File: src/rtl/fp_mul_arb.sv
// ---------------------------------------------------------------------------
// fp_mul_arb
//
// A round-robin arbiter and two-stage sequencer that shares one external
// combinational IEEE-754 single-precision multiplier among NUM_REQ
// requesters. The winning operands are registered onto the multiplier
// inputs (stage 1). The product is registered back to the winner together
// with a one-hot valid (stage 2). The block accepts one multiply per cycle.
// Values are never inspected, so +/-0, INF and NaN pass through unchanged.
//
// Ports
//   clk       system clock; all state changes on the rising edge
//   rst       synchronous active-high reset
//   req       per-requester request; held with stable operands until granted
//   a_in      operand A per requester, requester i at [32i+31:32i]
//   b_in      operand B per requester, same packing as a_in
//   stall     freezes the whole block while high
//   gnt       one-hot combinational grant; accepted at the next rising edge
//   mul_a     registered operand A to the shared multiplier
//   mul_b     registered operand B to the shared multiplier
//   mul_out   product from the shared multiplier (combinational)
//   rsp_vld   one-hot registered response valid
//   rsp_data  registered product
//   busy      stage 1 or stage 2 holds a valid operation
// ---------------------------------------------------------------------------
module fp_mul_arb #(
  parameter int NUM_REQ = 4,
  parameter int ID_W    = $clog2(NUM_REQ)
) (
  input  logic                   clk,
  input  logic                   rst,
  input  logic [NUM_REQ-1:0]     req,
  input  logic [32*NUM_REQ-1:0]  a_in,
  input  logic [32*NUM_REQ-1:0]  b_in,
  input  logic                   stall,
  output logic [NUM_REQ-1:0]     gnt,
  output logic [31:0]            mul_a,
  output logic [31:0]            mul_b,
  input  logic [31:0]            mul_out,
  output logic [NUM_REQ-1:0]     rsp_vld,
  output logic [31:0]            rsp_data,
  output logic                   busy
);

  localparam logic [NUM_REQ-1:0] ONE = {{(NUM_REQ-1){1'b0}}, 1'b1};

  // Pointer and pipeline state
  logic [ID_W-1:0]    r_ptr;
  logic               r_s1_vld;
  logic [ID_W-1:0]    r_s1_id;
  logic [31:0]        r_mul_a;
  logic [31:0]        r_mul_b;
  logic [NUM_REQ-1:0] r_rsp_vld;
  logic [31:0]        r_rsp_data;

  // Arbitration results
  logic               w_found;
  logic [ID_W-1:0]    w_gnt_id;
  logic               w_take;
  logic [ID_W-1:0]    w_ptr_nxt;

  // Search the requests starting at r_ptr and wrapping modulo NUM_REQ.
  // The sum needs one extra bit, because ptr + k can reach 2*NUM_REQ-2
  // before it is folded back into range.
  always_comb begin
    logic [ID_W:0] v_sum;
    // NOTE: give every variable written here a default first. A path that
    // leaves one unassigned would infer a latch.
    w_found  = 1'b0;
    w_gnt_id = '0;
    v_sum    = '0;
    for (int k = 0; k < NUM_REQ; k++) begin
      v_sum = {1'b0, r_ptr} + (ID_W+1)'(k);
      if (v_sum >= (ID_W+1)'(NUM_REQ)) begin
        v_sum = v_sum - (ID_W+1)'(NUM_REQ);
      end
      if (!w_found && req[v_sum[ID_W-1:0]]) begin
        w_found  = 1'b1;
        w_gnt_id = v_sum[ID_W-1:0];
      end
    end
  end

  // A grant is only issued when the block can actually accept it.
  assign w_take    = w_found & ~stall & ~rst;
  assign gnt       = w_take ? (ONE << w_gnt_id) : '0;
  assign w_ptr_nxt = (w_gnt_id == ID_W'(NUM_REQ-1)) ? '0 : w_gnt_id + ID_W'(1);

  // NOTE: every piece of state uses non-blocking assignments. As a result
  // each stage samples the previous stage's value from before the edge,
  // and this is what makes the two stages a true pipeline.
  always_ff @(posedge clk) begin
    if (rst) begin
      // NOTE: the operand and product registers are cleared as well as the
      // valids. Observers then see all-zero outputs after reset, and no
      // residue from a discarded operation remains.
      r_ptr      <= '0;
      r_s1_vld   <= 1'b0;
      r_s1_id    <= '0;
      r_mul_a    <= '0;
      r_mul_b    <= '0;
      r_rsp_vld  <= '0;
      r_rsp_data <= '0;
    end else if (!stall) begin
      // Stage 1: capture the winner's operands for the shared multiplier.
      r_s1_vld <= w_take;
      if (w_take) begin
        r_ptr   <= w_ptr_nxt;
        r_s1_id <= w_gnt_id;
        r_mul_a <= a_in[{w_gnt_id, 5'b0} +: 32];
        r_mul_b <= b_in[{w_gnt_id, 5'b0} +: 32];
      end
      // Stage 2: return the settled product to the stage-1 owner.
      r_rsp_vld <= r_s1_vld ? (ONE << r_s1_id) : '0;
      if (r_s1_vld) begin
        r_rsp_data <= mul_out;
      end
    end
  end

  assign mul_a    = r_mul_a;
  assign mul_b    = r_mul_b;
  assign rsp_vld  = r_rsp_vld;
  assign rsp_data = r_rsp_data;
  assign busy     = r_s1_vld | (|r_rsp_vld);

endmodule
File: config.mk
export PLATFORM = sky130hd
export DESIGN_NAME = fp_mul_arb
export DESIGN_NICKNAME = d
export VERILOG_FILES = /design/src/rtl/fp_mul_arb.sv
export SDC_FILE = /design/constraint.sdc
export NUM_CORES = 1
export LEC_CHECK = 0
export ABC_AREA = 0
export BUFFER_PORTS_ARGS = -buffer_cell sky130_fd_sc_hd__buf_2
export CAP_MARGIN = 20
export CORE_AREA = 2 2 157 159
export DETAILED_ROUTE_END_ITERATION = 12
export DIE_AREA = 0 0 159 161
export PLACE_DENSITY = 0.56
export SKIP_CTS_REPAIR_TIMING = 1
export SYNTH_ARGS = -nofsm -noshare
export SYNTH_HDL_FRONTEND = slang
export SYNTH_SLANG_ARGS = --single-unit
export TNS_END_PERCENT = 100
File: constraint.sdc
create_clock -name clk -period 2.7 [get_ports clk]
set_input_delay 0.135 -clock clk [delete_from_list [all_inputs] [get_ports clk]]
set_output_delay 0.135 -clock clk [all_outputs]
set_load 0.02 [all_outputs]
# --- Word level (Yosys, flattened, before mapping) ---
# Cells that the tools add are included.
# W data, S select, Z words.
totals:
  register_bits: 105
  ram_bits: 0
  n_memories: 0
  input_bits: 295
  latchBits: 0
  rom_bits: 0
op_classes:
  div_mod_pow: 0
  shifts: 4
  n_reduce_logical: 9
  n_eq_ne: 1
  bitwise: 5
  magnitude_cmp: 8
  n_mux: 23
  mul: 0
  n_addsub: 8
op_table:
  columns: ["cell", "n"]
  rows:
  - ["$shiftx A128 B8 Y32", 2]
  - ["$mux W2", 9]
  - ["$lt A2 B3 Y1 const B", 4]
  - ["$ge A3 B3 Y1 const B", 3]
  - ["$bmux W1 S2", 4]
  - ["$mux W1", 8]
  - ["$mux W4", 2]
  - ["$shl A1 B2 Y4 const A", 2]
  - ["$sub A2 B1 Y2 const B", 4]
  - ["$add A2 B2 Y3 const B", 2]
  - ["$reduce_and A2 Y1", 2]
  - ["$reduce_or A4 Y1", 1]
  - ["$add A2 B1 Y3 const B", 1]
  - ["$ge A2 B3 Y1 const B", 1]
  - ["$logic_and A1 B1 Y1", 3]
  - ["$logic_not A1 Y1", 3]
  - ["$add A2 B1 Y2 const B", 1]
  - ["$and A1 B1 Y1", 2]
  - ["$eq A2 B2 Y1 const B", 1]
  - ["$not A1 Y1", 2]
  - ["$or A1 B1 Y1", 1]

# --- Depth between registers and ports, before layout ---
# Gate-level depths: netlist (run 1).
logic_depth:
  ltp_word: 17
  ltp_mapped: 8

# --- Worst setup path before layout (run 1) ---
# No wires, ideal clock.
synth_path:
  path_type: "flip-flop to output port"
  from: "register r_ptr[1]"
  to: "output port gnt[0]"
  t_arrival_ps: 1488
  path_stages_with_launch: 7
  path_slack_ps: 1077
  n_path_buf: 3
  path_cell_list: "dfxtp_1 a21oi_1 o32a_1 buf_6 buf_12 buf_8 nor2_1"
synth_between:
  elab_chain_len: 17
  word_cells_on_any_way: 41
  classes_between: "7 x add/sub; 4 x order compare; 1 x shift; 21 x mux; 2 x bitwise; 6 x reduce/logical"
synth_lines:
  columns: ["element", "line_no", "source"]
  rows:
  - ["start, declared", "48", "logic [ID_W-1:0] r_ptr;"]
  - ["start signal, assigned", "108", "r_ptr <= w_ptr_nxt;"]
  - ["parallel branches: the longest is 16 deep, another holds $add A2 B1 Y3", null, null]
  - ["$mux W4 (*)", "86", "assign gnt = w_take ? (ONE << w_gnt_id) : '0;"]
  - ["end, declared", "36", "output logic [NUM_REQ-1:0] gnt,"]
# Every way passes the cells marked *. The select of a mux whose other input is x is not followed.

# --- Worst setup path after layout (run 1) ---
layout_path:
  from: "register r_ptr[0]"
  to: "output port gnt[0]"
# The elaborated chain is that of the path after synthesis.

==> summary.md, run 1 <==
| Metric | Value |
|---|---|
| Fin. Hold Viols | `0` |
| Clk_skew | `9.39 ps` |
| Area Overhead vs Synth | `49.6%` |
| Dpl ws | `655 ps` |
| Avg Cell Area, Syn | `9.40 um^2` |
| Post-DRT Antenna Nets | `0` |
| Tcrit/Tclk final | `81.8%` |
| Clock Latency Late Sink | `360 ps` |
| Most frequent CP cell | `nor2_1` |
| CTS Buffer Depth | `2` |
| GP Congestion | `0.767` |
| Startpoint types | `flop` |
| RSZ-0062 raised after global routing | `no` |
| Number of diodes | `0` |
| DRC violations left | `0` |
| Root buffer cell | `clkbuf_16` |
| Flop-to-flop setup slack | `610 ps` |
| Largest net degree at the start of global routing | `78` |
| Total gr overflow | `0` |
| Starting Density | `21.8%` |
| Syn_nets | `851` |
| Die H | `161 um` |
| DR vias/cell | `4.34` |
| Chip Width | `159 um` |
| Worst setup EP type | `output pin` |
| Slew headroom | `50.5%` |
| Count of warnings emitted by yosys | `0` |
| Finish-stage setup viols | `0` |
| Number of global-route vias before repair | `5390` |
| Final HPWL DP | `14700 um` |
| Initial antenna violation count | `0` |
| GR Util All Layers | `14.3%` |
| Fmax | `453 MHz` |
| Total power | `0.00438 W` |
| Placeable Area | `0.0240 mm^2` |
| Drt first-iter violations | `298` |
| Clock Sinks | `105` |
| Avg WL per Cell | `15.2 um` |
| DR vias | `5476` |
| Power density over the cells | `560 mW/mm^2` |
| H-tree levels | `3` |
| Leak | `3.80 nW` |
| Max-slew violations | `0` |
| CP required | `2570 ps` |
| Slew of the pin with the lowest slew margin | `740 ps` |
| Share of the yosys chip area belonging to registers | `40.2%` |
| Final worst slack | `490 ps` |
| Total Wirelength | `19200 um` |
| Top Ports | `400` |
| First-pass GRT wire length | `29000 um` |
| Commonest non-fill, non-tap cells in the layout | `399 x buf_2, 131 x nand2_1, 130 x mux2i_1` |
| Row cnt | `57` |
| CP arrival | `2070 ps` |
| Synthesized instance count | `556` |
| Ratio of cells with drive above 1 in the final layout | `46.3%` |
| Outcome | `complete, no violations` |
| Pre-Repair DR Iteration Count | `5` |
| Commonest non-fill, non-tap cell in the layout | `buf_2` |
| Synth unique cells | `26` |
| Final net count | `1228` |
| CP Cell Sequence | `nor2b_1, nor3b_2, nor2_1, o21ai_4, nor2_1, buf_2` |
| HP Class | `input port to flop` |
| Setup TNS | `0 ps` |
| Worst path slowest cell | `o21ai_4` |
| Slowest stage delay, CP | `590 ps` |
| Clock-pin slew on the worst setup and hold paths | `80 ps` |
| CTS tree | `built` |
| Max_cap viols | `0` |
| CP delay by family, top | `compound AO/OA/AOI/OAI gates` |
| IR drop worst, VDD | `0.266 mV` |
| Clock buffer count from CTS | `9` |
| Die area | `0.0256 mm^2` |
| PortBufs | `399` |
| Buffers & Inverters on Critical Path | `1` |
| Post-Syn Area | `0.00523 mm^2` |
| Crit Path Class | `flop to output pin` |
| Tmin final | `2210 ps` |
| Critical path fanouts, max | `21` |
| Seq cells post-synth | `105` |
## path summary, 6_finish.rpt
check,depth (start not counted),startpoint,endpoint
worst min register to register,2,rsp_data[7]$_SDFFE_PP0P_,rsp_data[7]$_SDFFE_PP0P_
worst min-delay path,3,mul_out[24],rsp_data[24]$_SDFFE_PP0P_
worst max register to register,6,r_ptr[0]$_SDFFE_PP0P_,mul_a[14]$_SDFFE_PP0P_
worst max-delay path,6,r_ptr[0]$_SDFFE_PP0P_,gnt[0]
## worst reg2reg max path, stage by stage, from the launching register on
cell and delay (ps):
dfxtp_1 410, nor2b_1 110, nor3b_2 240, nor2_1 100, o21ai_4 590, buf_12 320
o221ai_1 200
## stage by stage
step	std cells	cell area (um^2)	hold slack (ps)	util (%)
2_1_floorplan	556	5230	271	-
3_3_place_gp	1238	7440	377	31.0
3_5_place_dp	1238	7440	383	31.0
4_1_cts	1254	7740	-10.1	32.3
5_1_grt	1262	7820	0.692	32.6
6_report	1262	7820	10.4	32.6
## where the power goes
group	internal, W	switching (W)
Sequential	0.00170	0.0000766
Clock	0.000655	0.000684
Combinational	0.000564	0.000698
## area by class of cell
cell class | count | area (um^2)
Multi-Input combinational cell | 401 | 2810
Sequential cell | 105 | 2100
Timing Repair Buffer | 415 | 2200
Tap cell | 324 | 405
Inverter | 1 | 3.75
Clock inverter | 7 | 72.6
Fill cell | 2549 | 16100
Clock buffer | 9 | 225
## cell usage after synthesis (all sizes together)
| master | instances | area [um^2] |
|---|---|---|
| buf | 24 | 240 |
| mux2i | 130 | 1300 |
| a22oi | 2 | 15.0 |
| nor2 | 19 | 73.8 |
| nand2 | 132 | 495 |
| o21ai | 1 | 8.76 |
| clkbuf | 25 | 93.8 |
| a32oi | 2 | 17.5 |
| nor3 | 1 | 5.00 |
| inv | 1 | 3.75 |
| o32a | 1 | 10.0 |
| a21oi | 35 | 186 |
| a211oi | 1 | 7.51 |
| nor3b | 2 | 25.0 |
| nor2b | 7 | 43.8 |
| xnor2 | 1 | 8.76 |
| dfxtp | 105 | 2100 |
| o221ai | 64 | 561 |
| nand2b | 2 | 12.5 |
| a2bb2oi | 1 | 15.0 |
## kinds of logic after synthesis
group | after synthesis | share of synthesized area (%)
AND/OR/NAND/NOR | 163 | 12.5
multiplexers | 130 | 24.9
AO/OA/AOI/OAI | 107 | 15.7
flip-flops | 105 | 40.2
buffers and inverters | 50 | 6.46
XOR/XNOR | 1 | 0.168
## registers in the layout, summed over array words and instances (netlist names)
register	flops
rsp_data	32
mul_b	32
mul_a	32
r_s1_vld	1
r_ptr	2
r_s1_id	2
rsp_vld	4
## per-layer routing
layer	global-route usage, %	vias up	wire (um)
met5	0	-	0
met2	24.7	241	9390
met4	3.93	0	263
met1	17.3	2450	8050
li1	-	2771	-
met3	4.21	14	1460
Power figures use the tool's default switching activity.
==> run 2, diff against run 1 <==
CORE_AREA = 2 2 156 158   (was 2 2 157 159)
DIE_AREA = 0 0 158 160   (was 0 0 159 161)
PLACE_DENSITY = 0.59   (was 0.56)
clock period = 2 ns   (was 2.7 ns; I/O delays follow)
==> run 2 against run 1 <==
The flow now finishes with violations (hold timing). Clock power increased by 36%. Register-to-register slack got worse by 410 ps. Hold slack got worse by 30 ps. Flip-flop and latch count unchanged. Non-clock buffer count increased by 41. First-iteration DRC count increased by 20%. Critical path type unchanged. Highest routed layer is now met5.
==> summary.md, run 2 (same netlist as run 1, synthesis figures left out) <==
| Metric | Value |
|---|---|
| Crit Path Class | `flop to output pin` |
| Final worst slack | `102 ps (-388 ps)` |
| Final Cell Area | `0.00821 mm^2 (+5.1%)` |
| Placeable Area | `0.0238 mm^2 (-0.60%)` |
| First-pass GRT wire length | `28800 um (-0.54%)` |
| PortBufs | `399 (unchanged)` |
| Power density over the cells | `738 mW/mm^2 (+32%)` |
| HP Class | `input port to flop` |
| Fin. Hold Viols | `3 (+3)` |
| Tmin final | `1900 ps` |
| CP arrival | `1800 ps (-270 ps)` |
| Clk_skew | `15.9 ps (+6.49 ps)` |
| Die H | `160 um (-0.62%)` |
| Leak | `4.00 nW (+5.2%)` |
| GP Congestion | `0.815 (+6.3%)` |
| Slew of the pin with the lowest slew margin | `456 ps (-284 ps)` |
| Die area | `0.0253 mm^2 (-1.2%)` |
| Pre-Repair DR Iteration Count | `4 (-1)` |
| Initial antenna violation count | `2 (+2)` |
| Clock buffer count from CTS | `9 (unchanged)` |
| Clock-pin slew on the worst setup and hold paths | `80 ps (about the same)` |
| Critical path fanouts, max | `11 (-48%)` |
| Root buffer cell | `clkbuf_16` |
| Worst path slowest cell | `o32a_2` |
| DRC violations left | `0 (unchanged)` |
| Slowest stage delay, CP | `420 ps (-170 ps)` |
| DR vias/cell | `4.43 (+2.1%)` |
| Ratio of cells with drive above 1 in the final layout | `46.8% (+0.51 points)` |
| Commonest non-fill, non-tap cell in the layout | `buf_2` |
| Fmax | `527 MHz` |
| Max-slew violations | `0 (unchanged)` |
| CTS tree | `built` |
| CP delay by family, top | `compound AO/OA/AOI/OAI gates` |
| Commonest non-fill, non-tap cells in the layout | `398 x buf_2, 131 x nand2_1, 130 x mux2i_1` |
| Failing checks | `hold timing` |
| H-tree levels | `3 (unchanged)` |
| Final HPWL DP | `15000 um (+1.7%)` |
| Worst setup EP type | `output pin` |
| Hold WS | `-19.4 ps (-29.7 ps)` |
| Tcrit/Tclk final | `94.9%` |
| CP Cell Sequence | `a21oi_1, o32a_2, buf_12, buf_4, nor2_1, buf_2` |
| DR vias | `5775 (+5.5%)` |
| Row cnt | `57 (unchanged)` |
| Final net count | `1269 (+3.3%)` |
| Max_cap viols | `0 (unchanged)` |
| Starting Density | `21.9% (+0.13 points)` |
| HP Start | `mul_out[30]` |
| Avg WL per Cell | `15.1 um (-0.59%)` |
| IR drop worst, VDD | `0.313 mV (+18%)` |
| Top Ports | `400 (unchanged)` |
| Area Overhead vs Synth | `57.2%` |
| Register area | `0.00210 mm^2 (+0.12%)` |
| Dpl ws | `186 ps (-468 ps)` |
| Setup crit start | `r_ptr[1]$_SDFFE_PP0P_` |
| CTS Buffer Depth | `2 (unchanged)` |
| Chip Width | `158 um (-0.63%)` |
| Startpoint types | `flop` |
| Post-DRT Antenna Nets | `0 (unchanged)` |
| Total gr overflow | `0 (unchanged)` |
| Buffers & Inverters on Critical Path | `3 (+2)` |
| Slew headroom | `69.6% (+19 points)` |
| Finish-stage setup viols | `0 (unchanged)` |
| RSZ-0062 raised after global routing | `no` |
| CP required | `1900 ps (-670 ps)` |
| Clock Latency Late Sink | `360 ps (about the same)` |
| Setup TNS | `0 ps (unchanged)` |
| Outcome | `finished with violations` |
| Dpl cell area | `0.00754 mm^2 (+1.4%)` |
| Clock Sinks | `105 (unchanged)` |
| Total Wirelength | `19700 um (+2.7%)` |
| Largest net degree at the start of global routing | `41 (-47%)` |
| Multi-input gate area | `0.00281 mm^2 (+0.18%)` |
| Number of global-route vias before repair | `5627 (+4.4%)` |
| Drt first-iter violations | `358 (+20%)` |
| Fill cells | `2519 (-1.2%)` |
| RR Startpoint | `r_ptr[1]$_SDFFE_PP0P_` |
| Layout Utilization | `34.5% (+1.9 points)` |
| GR Util All Layers | `14.7% (+0.37 points)` |
[run 2: cell types whose count changed in the layout (fill, tap and decap cells not counted), sizes merged]
cell / change
dlygate4sd3: +21
buf: +20
diode: +1
[run 2: area by class of cell]
cell class / instances / area share [%]
Multi-Input combinational cell: 401 / 34.2
Timing Repair Buffer: 456 / 31.5
Sequential cell: 105 / 25.6
Tap cell: 324 / 4.94
Clock buffer: 9 / 2.74
Clock inverter: 7 / 0.883
Inverter: 1 / 0.0457
Antenna cell: 1 / 0.0305
[run 2: worst paths after layout]
kind / endpoint / slack (ps) / depth (start not counted)
min reg2reg: rsp_data[21]$_SDFFE_PP0P_ / 460 / 2
max: gnt[0] / 100 / 6
max reg2reg: mul_b[3]$_SDFFE_PP0P_ / 200 / 7
min: rsp_data[30]$_SDFFE_PP0P_ / -20 / 3
[run 2: layer usage]
metal	share of wire, %	GRT usage, %	vias to the layer above
met1	42	17.6	2667
li1	-	-	2857
met5	0.066	0	-
met2	49	25.7	230
met4	1.6	4.38	2
met3	6.5	3.50	19
[run 2: worst min-delay path, stage by stage]
cell	delay (ps)
buf_2	90
nand2_1	40
a21oi_1	50
[run 2: report_power, final]
part	internal [W]	total, W	switching, W	leakage [nW]
sequential	0.00229	0.00240	0.000112	0.863
clock	0.000885	0.00182	0.000937	0.143
combinational	0.000865	0.00184	0.000971	3.00
[run 2: stage by stage]
stage / total power [W] / instances
2_1_floorplan: 0.00354 / 556
3_3_place_gp: 0.00420 / 1250
3_5_place_dp: 0.00421 / 1250
4_1_cts: 0.00610 / 1266
5_1_grt: 0.00642 / 1304
6_report: 0.00606 / 1304
